<file path="src/rtl/aes128_pkg.sv">
// Shared AES-128 definitions: byte/word types, the forward S-box used by the
// key path and the cipher stages, the Rcon seed and GF(2^8) doubling, and the
// key-schedule controller state encoding.
package aes128_pkg;

    typedef logic [7:0]  byte_t;
    typedef logic [31:0] word_t;

    localparam byte_t RCON_INIT = 8'h01;

    localparam byte_t SBOX [0:255] = '{
        8'h63, 8'h7c, 8'h77, 8'h7b, 8'hf2, 8'h6b, 8'h6f, 8'hc5, 8'h30, 8'h01, 8'h67, 8'h2b, 8'hfe, 8'hd7, 8'hab, 8'h76,
        8'hca, 8'h82, 8'hc9, 8'h7d, 8'hfa, 8'h59, 8'h47, 8'hf0, 8'had, 8'hd4, 8'ha2, 8'haf, 8'h9c, 8'ha4, 8'h72, 8'hc0,
        8'hb7, 8'hfd, 8'h93, 8'h26, 8'h36, 8'h3f, 8'hf7, 8'hcc, 8'h34, 8'ha5, 8'he5, 8'hf1, 8'h71, 8'hd8, 8'h31, 8'h15,
        8'h04, 8'hc7, 8'h23, 8'hc3, 8'h18, 8'h96, 8'h05, 8'h9a, 8'h07, 8'h12, 8'h80, 8'he2, 8'heb, 8'h27, 8'hb2, 8'h75,
        8'h09, 8'h83, 8'h2c, 8'h1a, 8'h1b, 8'h6e, 8'h5a, 8'ha0, 8'h52, 8'h3b, 8'hd6, 8'hb3, 8'h29, 8'he3, 8'h2f, 8'h84,
        8'h53, 8'hd1, 8'h00, 8'hed, 8'h20, 8'hfc, 8'hb1, 8'h5b, 8'h6a, 8'hcb, 8'hbe, 8'h39, 8'h4a, 8'h4c, 8'h58, 8'hcf,
        8'hd0, 8'hef, 8'haa, 8'hfb, 8'h43, 8'h4d, 8'h33, 8'h85, 8'h45, 8'hf9, 8'h02, 8'h7f, 8'h50, 8'h3c, 8'h9f, 8'ha8,
        8'h51, 8'ha3, 8'h40, 8'h8f, 8'h92, 8'h9d, 8'h38, 8'hf5, 8'hbc, 8'hb6, 8'hda, 8'h21, 8'h10, 8'hff, 8'hf3, 8'hd2,
        8'hcd, 8'h0c, 8'h13, 8'hec, 8'h5f, 8'h97, 8'h44, 8'h17, 8'hc4, 8'ha7, 8'h7e, 8'h3d, 8'h64, 8'h5d, 8'h19, 8'h73,
        8'h60, 8'h81, 8'h4f, 8'hdc, 8'h22, 8'h2a, 8'h90, 8'h88, 8'h46, 8'hee, 8'hb8, 8'h14, 8'hde, 8'h5e, 8'h0b, 8'hdb,
        8'he0, 8'h32, 8'h3a, 8'h0a, 8'h49, 8'h06, 8'h24, 8'h5c, 8'hc2, 8'hd3, 8'hac, 8'h62, 8'h91, 8'h95, 8'he4, 8'h79,
        8'he7, 8'hc8, 8'h37, 8'h6d, 8'h8d, 8'hd5, 8'h4e, 8'ha9, 8'h6c, 8'h56, 8'hf4, 8'hea, 8'h65, 8'h7a, 8'hae, 8'h08,
        8'hba, 8'h78, 8'h25, 8'h2e, 8'h1c, 8'ha6, 8'hb4, 8'hc6, 8'he8, 8'hdd, 8'h74, 8'h1f, 8'h4b, 8'hbd, 8'h8b, 8'h8a,
        8'h70, 8'h3e, 8'hb5, 8'h66, 8'h48, 8'h03, 8'hf6, 8'h0e, 8'h61, 8'h35, 8'h57, 8'hb9, 8'h86, 8'hc1, 8'h1d, 8'h9e,
        8'he1, 8'hf8, 8'h98, 8'h11, 8'h69, 8'hd9, 8'h8e, 8'h94, 8'h9b, 8'h1e, 8'h87, 8'he9, 8'hce, 8'h55, 8'h28, 8'hdf,
        8'h8c, 8'ha1, 8'h89, 8'h0d, 8'hbf, 8'he6, 8'h42, 8'h68, 8'h41, 8'h99, 8'h2d, 8'h0f, 8'hb0, 8'h54, 8'hbb, 8'h16
    };

    typedef enum logic {
        IDLE = 1'b0,
        EMIT = 1'b1
    } state_t;

    // Multiply by x in GF(2^8) modulo x^8 + x^4 + x^3 + x + 1.
    function automatic byte_t xtime(input byte_t r);
        return {r[6:0], 1'b0} ^ (r[7] ? 8'h1b : 8'h00);
    endfunction

endpackage

</file>
<file path="src/rtl/aes128_key_round.sv">
// One AES-128 key-expansion step: derives the next round key from the
// current one and the round constant. Purely combinational.
module aes128_key_round
    import aes128_pkg::*;
(
    input  logic [127:0] key,
    input  logic [7:0]   rcon,
    output logic [127:0] next_key
);

    word_t w0, w1, w2, w3;
    word_t rot;
    word_t t;
    word_t n0, n1, n2, n3;

    // Byte 0 of each word sits in the low bits, so RotWord is a right shift
    // by one byte and the Rcon byte is XORed into bits [7:0].
    always_comb begin
        w0  = key[31:0];
        w1  = key[63:32];
        w2  = key[95:64];
        w3  = key[127:96];
        rot = {w3[7:0], w3[31:8]};
        t   = {SBOX[rot[31:24]], SBOX[rot[23:16]], SBOX[rot[15:8]], SBOX[rot[7:0]]}
              ^ {24'h000000, rcon};
        n0  = w0 ^ t;
        n1  = w1 ^ n0;
        n2  = w2 ^ n1;
        n3  = w3 ^ n2;
        next_key = {n3, n2, n1, n0};
    end

endmodule

</file>
<file path="src/rtl/aes128_key_sched_ctrl.sv">
// Iterative AES-128 key-schedule sequencer: pops one cipher key from the
// key-load FIFO and pushes the original key plus NUM_ROUNDS round keys to the
// round-key FIFO, one per cycle unless the output FIFO is full.
module aes128_key_sched_ctrl
    import aes128_pkg::*;
#(
    parameter int NUM_ROUNDS = 10
) (
    input  logic         clock,
    input  logic         reset,
    input  logic [127:0] in_key,
    output logic         in_key_rd,
    input  logic         in_key_empty,
    output logic [127:0] out_key,
    output logic         out_key_wr,
    input  logic         out_key_full,
    output logic [3:0]   out_round,
    output logic         busy,
    output logic         state_dbg
);

    // FIFO handshake: a pop happens on every rising edge where in_key_rd=1
    // (only raised in IDLE while in_key_empty=0, in_key is taken that edge);
    // a push happens on every rising edge where out_key_wr=1 (only raised in
    // EMIT while out_key_full=0, out_key/out_round are the pushed data).
    // The two strobes are never high together and both are low in reset.

    localparam logic [3:0] LAST_ROUND = 4'(NUM_ROUNDS);

    state_t       state, state_next;
    logic [127:0] key_reg, key_next;
    logic [3:0]   round, round_next;
    byte_t        rcon, rcon_next;
    logic [127:0] expanded_key;

    aes128_key_round u_key_round (
        .key      (key_reg),
        .rcon     (rcon),
        .next_key (expanded_key)
    );

    // State, key and counter registers; reset aborts any schedule in flight.
    always_ff @(posedge clock or posedge reset) begin
        if (reset) begin
            state   <= IDLE;
            key_reg <= '0;
            round   <= 4'd0;
            rcon    <= RCON_INIT;
        end else begin
            state   <= state_next;
            key_reg <= key_next;
            round   <= round_next;
            rcon    <= rcon_next;
        end
    end

    // Next-state and strobe logic; registers hold unless a pop or push fires.
    always_comb begin
        state_next = state;
        key_next   = key_reg;
        round_next = round;
        rcon_next  = rcon;
        in_key_rd  = 1'b0;
        out_key_wr = 1'b0;
        case (state)
            IDLE: begin
                in_key_rd = !in_key_empty;
                if (!in_key_empty) begin
                    key_next   = in_key;
                    round_next = 4'd0;
                    rcon_next  = RCON_INIT;
                    state_next = EMIT;
                end
            end
            EMIT: begin
                out_key_wr = !out_key_full;
                if (!out_key_full) begin
                    if (round == LAST_ROUND) begin
                        state_next = IDLE;
                    end else begin
                        key_next   = expanded_key;
                        round_next = round + 4'd1;
                        rcon_next  = xtime(rcon);
                    end
                end
            end
            default: state_next = IDLE;
        endcase
        if (reset) begin
            in_key_rd  = 1'b0;
            out_key_wr = 1'b0;
        end
    end

    // The output FIFO sees the key register directly; it is only meaningful
    // while out_key_wr is high but never undefined otherwise.
    assign out_key   = key_reg;
    assign out_round = round;
    assign busy      = (state == EMIT);
    assign state_dbg = state;

endmodule

</file>
<file path="config.mk">
export PLATFORM = sky130hd
export DESIGN_NAME = aes128_key_sched_ctrl
export DESIGN_NICKNAME = d
export VERILOG_FILES = /design/src/rtl/aes128_pkg.sv /design/src/rtl/aes128_key_round.sv /design/src/rtl/aes128_key_sched_ctrl.sv
export SDC_FILE = /design/constraint.sdc
export NUM_CORES = 1
export LEC_CHECK = 0
export ABC_AREA = 1
export CORE_ASPECT_RATIO = 1.2
export CORE_UTILIZATION = 45
export CTS_BUF_LIST = sky130_fd_sc_hd__clkbuf_8
export DETAILED_ROUTE_END_ITERATION = 8
export GPL_TIMING_DRIVEN = 0
export PLACE_DENSITY = 0.63
export REMOVE_ABC_BUFFERS = 1
export SETUP_SLACK_MARGIN = 0.05
export SLEW_MARGIN = 20
export SYNTH_ARGS = -nofsm -noshare
export SYNTH_HDL_FRONTEND = slang
export SYNTH_SLANG_ARGS = --single-unit
</file>
<file path="constraint.sdc">
create_clock -name clock -period 5.4 [get_ports clock]
set_input_delay 0.54 -clock clock [delete_from_list [all_inputs] [get_ports clock]]
set_output_delay 0.54 -clock clock [all_outputs]
set_load 0.005 [all_outputs]
</file>
==> out/qor.yml, run 1 <==
run_status:
  status: "completed"
setup_path:
  crit_fanout: 17
  crit_top_cell: "nand2_1"
  worstSetupStartpointType: "flop"
  r2r_setup_slack_ps: 210
  critical_path_class: "reg -> reg"
  crit_path_cell_trace: "inv_1 -> ha_1 -> inv_1 -> nand2_1 -> nand2_1 -> o211ai_1 -> nand3_1 -> nand3_1 -> nand3_1 -> nand2_1 -> nand2_1 -> nand3b_1 -> nand3_1 -> nand2_1 -> nand2_1 -> nand3_1 -> nand2_1"
  slowest_stage: "dfrtp_1"
  arrival_ps: 5680
  endpoint_kind: "flop"
  max_stage_delay_ps: 1040
  cp.required_ps: 5890
placement:
  postPlaceCellArea_um2: 23200
  dp_hpwl_um: 73100
  routabilityCongestion: 1.05
  io_buffers: 267
synth:
  syn_area_um2: 20400
  yosysSeqAreaShare: 0.173
  ys_ff_latch: 141
  async_reset_ff_frac: 1.00
  ys_warn_count: 0
  synth.distinct_cells: 41
  synth_edf_count: 0
  synthTopCellsByArea: "nand3_1, nand2_1, dfrtp_1"
  ys.flop_type: "dfrtp_1"
  netlist.top_cell.by_area: "nand3_1"
  synth_cells: 3697
  yosysTopAreaCellShare: 0.299
  syn_area_per_cell_um2: 5.52
timing:
  fin_crit_ps: 5190
  fmax_mhz: 193
  fin_crit_sh: 0.961
  setup_viol: 0
  rsz0062_at_grt: "no"
  relSlewSlack: 0.201
  finalHoldViolCount: 0
  finalClockSkew_ps: 26.4
  final_max_slew_viol_count: 0
  tightestPinTransition_ps: 1200
route:
  ant_nets: 0
  route.vias.total: 28400
  routedWlPerCell_um: 23.8
  remaining_drc_errors: 0
  drtIter0Drc: 3839
  viasPerCell: 6.47
  wirelength_um: 104000
  drt_first_pass_iters: 7
grt:
  track_usage: 0.440
  grt_pass1_vias: 26200
  grt_pass1_wl_um: 156000
  met1_usage: 0.554
  global_route.usage.met3: 0.0907
  antenna_found_initial: 1
  grt_busiest_layer: "met2"
  grt_max_degree: 83
  gr-total-overflow: 0
  grt_util_met2: 0.682
floorplanning:
  row_count: 85
  io_pins: 268
  die_area_um2: 46200
  initial_core_util: 0.456
  die_h_um: 235
  die_x_um: 196
  coreArea_um2: 44800
clock_network:
  insertion_delay_ps: 600
  root_buffer: "clkbuf_8"
  clock_path_buffers: 2
  post_cts_buffers: 0
  cts_sinks: 141
  cts_hold_buf: 0
  htreeDepth: 4
  cts_tree: "yes"
  cts-buffers-inserted: 17
  clk_transition_reported_paths_ps: 120
  cts.repair.resized: 0
finish:
  multi_input_area_um2: 14700
  area_delta_synth_final_pct: 15.8
  fill_cells: 4512
  regArea_um2: 3560
  post-route-cell-area_um2: 23600
  layout.nets: 3958
  diodes: 0
  drive_above_1_share: 0.0461
job:
  cap_violations: 0
worst_hold_path:
  hp-class: "in -> async"
-- layout by cell type, fill, tap and decap left out, types with 4 or more instances in the layout --
cell | Yosys | final
a21oi_1 | 82 | 82
buf_12 | 0 | 14
buf_16 | 0 | 9
clkbuf_8 | 0 | 19
clkdlybuf4s50_1 | 0 | 267
clkinv_1 | 7 | 5
clkinv_4 | 0 | 4
dfrtp_1 | 140 | 123
dfrtp_2 | 0 | 14
ha_1 | 62 | 62
inv_1 | 211 | 204
inv_2 | 16 | 15
inv_4 | 4 | 11
inv_6 | 0 | 4
nand2_1 | 1207 | 1207
nand2_2 | 36 | 36
nand2_4 | 9 | 9
nand3_1 | 1218 | 1218
nand3_2 | 9 | 9
nand3b_1 | 17 | 17
nand4_1 | 15 | 15
nor2_1 | 182 | 179
nor2_2 | 9 | 9
nor2_4 | 1 | 4
o211ai_1 | 87 | 87
o21ai_0 | 66 | 66
o21ai_1 | 22 | 22
o21bai_1 | 7 | 7
o221ai_1 | 15 | 15
o22ai_1 | 7 | 7
xor2_1 | 9 | 9
-- synthesized netlist by cell type, types with 16 or more instances --
cell      instances
ha_1             62
inv_2            16
clkbuf_1         69
nand2_1        1207
buf_4            28
buf_1            35
nand3b_1         17
dfrtp_1         140
buf_2            95
o21ai_1          22
a21oi_1          82
nor2_1          182
o21ai_0          66
o211ai_1         87
nand3_1        1218
nand2_2          36
inv_1           211
-- metrics by stage --
step | setup WS [ps] | hold WS [ps] | TNS, ps | util | instances
6_report | 211 | 459 | 0 | 0.527 | 4386
5_1_grt | 179 | 499 | 0 | 0.527 | 4386
4_1_cts | 543 | 459 | 0 | 0.527 | 4386
3_5_place_dp | 551 | 526 | 0 | 0.518 | 4354
3_3_place_gp | -16510 | 516 | -2213610 | 0.504 | 4331
2_1_floorplan | -3620 | 502 | -387310 | - | 3455
-- flip-flops by register name, summed over array words and instances, names as in the netlist --
register	cells
rcon	8
busy	1
out_round	4
out_key	128
-- cell type report --
cell class | instances | share of cell area
multi-input cells | 3076 | 0.624
flip-flops and latches | 141 | 0.151
repair buffers | 290 | 0.136
inverters | 238 | 0.0396
well taps | 609 | 0.0323
clock buffers | 19 | 0.0111
clock inverters | 13 | 0.00657
-- worst max-delay path, delay by kind of cell (launching register included) --
kind / cells / cell delay, ps
fa+ha+maj: 1 / 740
buf+inv: 2 / 780
compound gates: 1 / 310
simple gates: 13 / 2210
flops: 1 / 1040
-- routing by layer --
layer	wire, um	up-vias
met3	12000	468
met1	39000	13100
li1	-	12600
met5	0	-
met2	46100	2219
met4	7100	0
-- worst paths after layout --
check | start | endpoint | depth (start not counted)
max in group asynchronous | reset | out_key[117]$_DFFE_PP0P_ | 3
setup / recovery | out_key[113]$_DFFE_PP0P_ | out_key[107]$_DFFE_PP0P_ | 17
hold reg to reg | rcon[0]$_DFFE_PP1P_ | rcon[0]$_DFFE_PP1P_ | 2
min in group clock | in_key[43] | out_key[43]$_DFFE_PP0P_ | 3
setup reg to reg | out_key[113]$_DFFE_PP0P_ | out_key[107]$_DFFE_PP0P_ | 17
hold / removal | reset | out_key[29]$_DFFE_PP0P_ | 2
-- kinds of logic after synthesis --
logic type,share of synthesized area
compound gates,0.0870
fa+ha+maj,0.0380
simple gates,0.591
xor+xnor,0.00515
flops,0.173
buf+inv,0.105
Power of run 1 is not shown: default switching activity piles up to over one toggle a cycle in this logic, so the estimate is an artifact.
==> run 2: changes to the inputs <==
--- a/config.mk
+++ b/config.mk
@@ -6,7 +6,7 @@
 export NUM_CORES = 1
 export LEC_CHECK = 0
 export ABC_AREA = 1
-export CORE_ASPECT_RATIO = 1.2
+export CORE_ASPECT_RATIO = 0.5
 export CORE_UTILIZATION = 45
 export CTS_BUF_LIST = sky130_fd_sc_hd__clkbuf_8
 export DETAILED_ROUTE_END_ITERATION = 8
==> out/qor.yml, run 2 (synthesis results as in run 1) <==
timing:
  relSlewSlack: 0.240
  tightestPinTransition_ps: 1140
  fin_crit_sh: 0.859
  setup_viol: 0
  finalHoldViolCount: 0
  rsz0062_at_grt: "no"
  finalClockSkew_ps: 25.6
  final_max_slew_viol_count: 0
  fin_crit_ps: 4640
  fmax_mhz: 216
job:
  cap_violations: 0
clock_network:
  clk_transition_reported_paths_ps: 120
  cts_hold_buf: 0
  insertion_delay_ps: 530
  clock_path_buffers: 2
  htreeDepth: 4
  cts_sinks: 141
  post_cts_buffers: 0
  cts.repair.resized: 0
  cts_tree: "yes"
  cts-buffers-inserted: 17
  root_buffer: "clkbuf_8"
setup_path:
  r2r_setup_slack_ps: 760
  arrival_ps: 5060
  reg2reg_from: "out_key[113]$_DFFE_PP0P_"
  crit_fanout: 17
  cp.required_ps: 5830
  critical_path_class: "reg -> reg"
  endpoint_kind: "flop"
  ff2ff_path_depth: 17
  worstSetupStartpointType: "flop"
  reg2reg_to: "out_key[107]$_DFFE_PP0P_"
route:
  routedWlPerCell_um: 23.6
  viasPerCell: 6.40
  remaining_drc_errors: 0
  drt_first_pass_iters: 6
  drtIter0Drc: 4789
  wirelength_um: 103000
  ant_nets: 0
  route.vias.total: 27900
finish:
  final_common_cell: "nand3_1"
  drive_above_1_share: 0.0463
  area_delta_synth_final_pct: 15.7
  post-route-cell-area_um2: 23600
  final_cell_mix: "nand3_1, nand2_1, clkdlybuf4s50_1, inv_1, nor2_1"
  final_util: 0.535
  fill_cells: 4580
  layout.nets: 3959
  largest_reg_flops: 128
floorplanning:
  die_x_um: 303
  die_area_um2: 46200
  row_count: 54
  die_h_um: 153
  io_pins: 268
  coreArea_um2: 44100
  initial_core_util: 0.462
grt:
  antenna_found_initial: 2
  track_usage: 0.435
  gr-total-overflow: 0
  grt_pass1_wl_um: 156000
  grt_max_degree: 83
  grt_pass1_vias: 25500
placement:
  postPlaceCellArea_um2: 23200
  dp_hpwl_um: 73200
  io_buffers: 267
  routabilityCongestion: 1.05
run_status:
  status: "completed"
worst_hold_path:
  hp-class: "in -> async"
[run 2: changes by cell type in the layout (fill, tap and decap cells not counted)]
cell,before,now
clkbuf_8,19,17
dfrtp_4,3,2
buf_16,9,8
clkinvlp_4,3,0
diode_2,0,2
inv_8,2,5
buf_12,14,16
clkinv_2,1,3
dfrtp_2,14,15
inv_6,4,5
clkinv_4,4,3
[run 2: layout make-up]
class | instances | area (um2) | area share
flip-flops and latches | 141 | 3560 | 0.151
multi-input cells | 3076 | 14700 | 0.625
well taps | 588 | 736 | 0.0312
clock buffers | 17 | 234 | 0.00992
diodes | 2 | 5.00 | 0.000212
clock inverters | 15 | 176 | 0.00748
inverters | 238 | 935 | 0.0396
repair buffers | 291 | 3210 | 0.136
[run 2: metrics by stage]
stage	TNS, ps	setup WS [ps]	hold slack (ps)	cells
floorplan	-387310	-3620	502	3455
global placement	-2223520	-16450	512	4310
detailed placement	0	1030	532	4334
CTS	0	1000	504	4366
global route	0	487	551	4366
finish	0	763	487	4368
[run 2: critical path: stages, from the launching register on]
cell      delay, ps
dfrtp_1         940
inv_1           610
ha_1            730
inv_1            80
nand2_1         270
nand2_1         250
o211ai_1        420
nand3_1         140
nand3_1         100
nand3_1         130
nand2_1         140
nand2_1          70
nand3b_1        100
nand3_1         180
nand2_1         140
nand2_1          60
nand3_1         110
nand2_1          50
[run 2: how the worst max path moves through the flow]
stage | start | cells after the start | end
6_report | out_key[113]$_DFFE_PP0P_ | 17 | out_key[107]$_DFFE_PP0P_
5_1_grt | out_key[113]$_DFFE_PP0P_ | 17 | out_key[107]$_DFFE_PP0P_
4_1_cts | out_key[121]$_DFFE_PP0P_ | 19 | out_key[117]$_DFFE_PP0P_
3_5_place_dp | out_key[121]$_DFFE_PP0P_ | 19 | out_key[117]$_DFFE_PP0P_
3_3_place_gp | busy$_DFF_PP0_ | 6 | out_round[3]$_DFFE_PP0P_
2_1_floorplan | busy$_DFF_PP0_ | 6 | out_round[3]$_DFFE_PP0P_
[run 2: metal layers]
layer / part of all wire / vias up / GRT usage
li1: - / 12600 / -
met1: 0.40 / 12900 / 0.584
met2: 0.42 / 2075 / 0.640
met3: 0.12 / 389 / 0.119
met4: 0.052 / 2 / 0.208
met5: 0.00013 / - / 0
Power of run 2 is left out for the same reason.
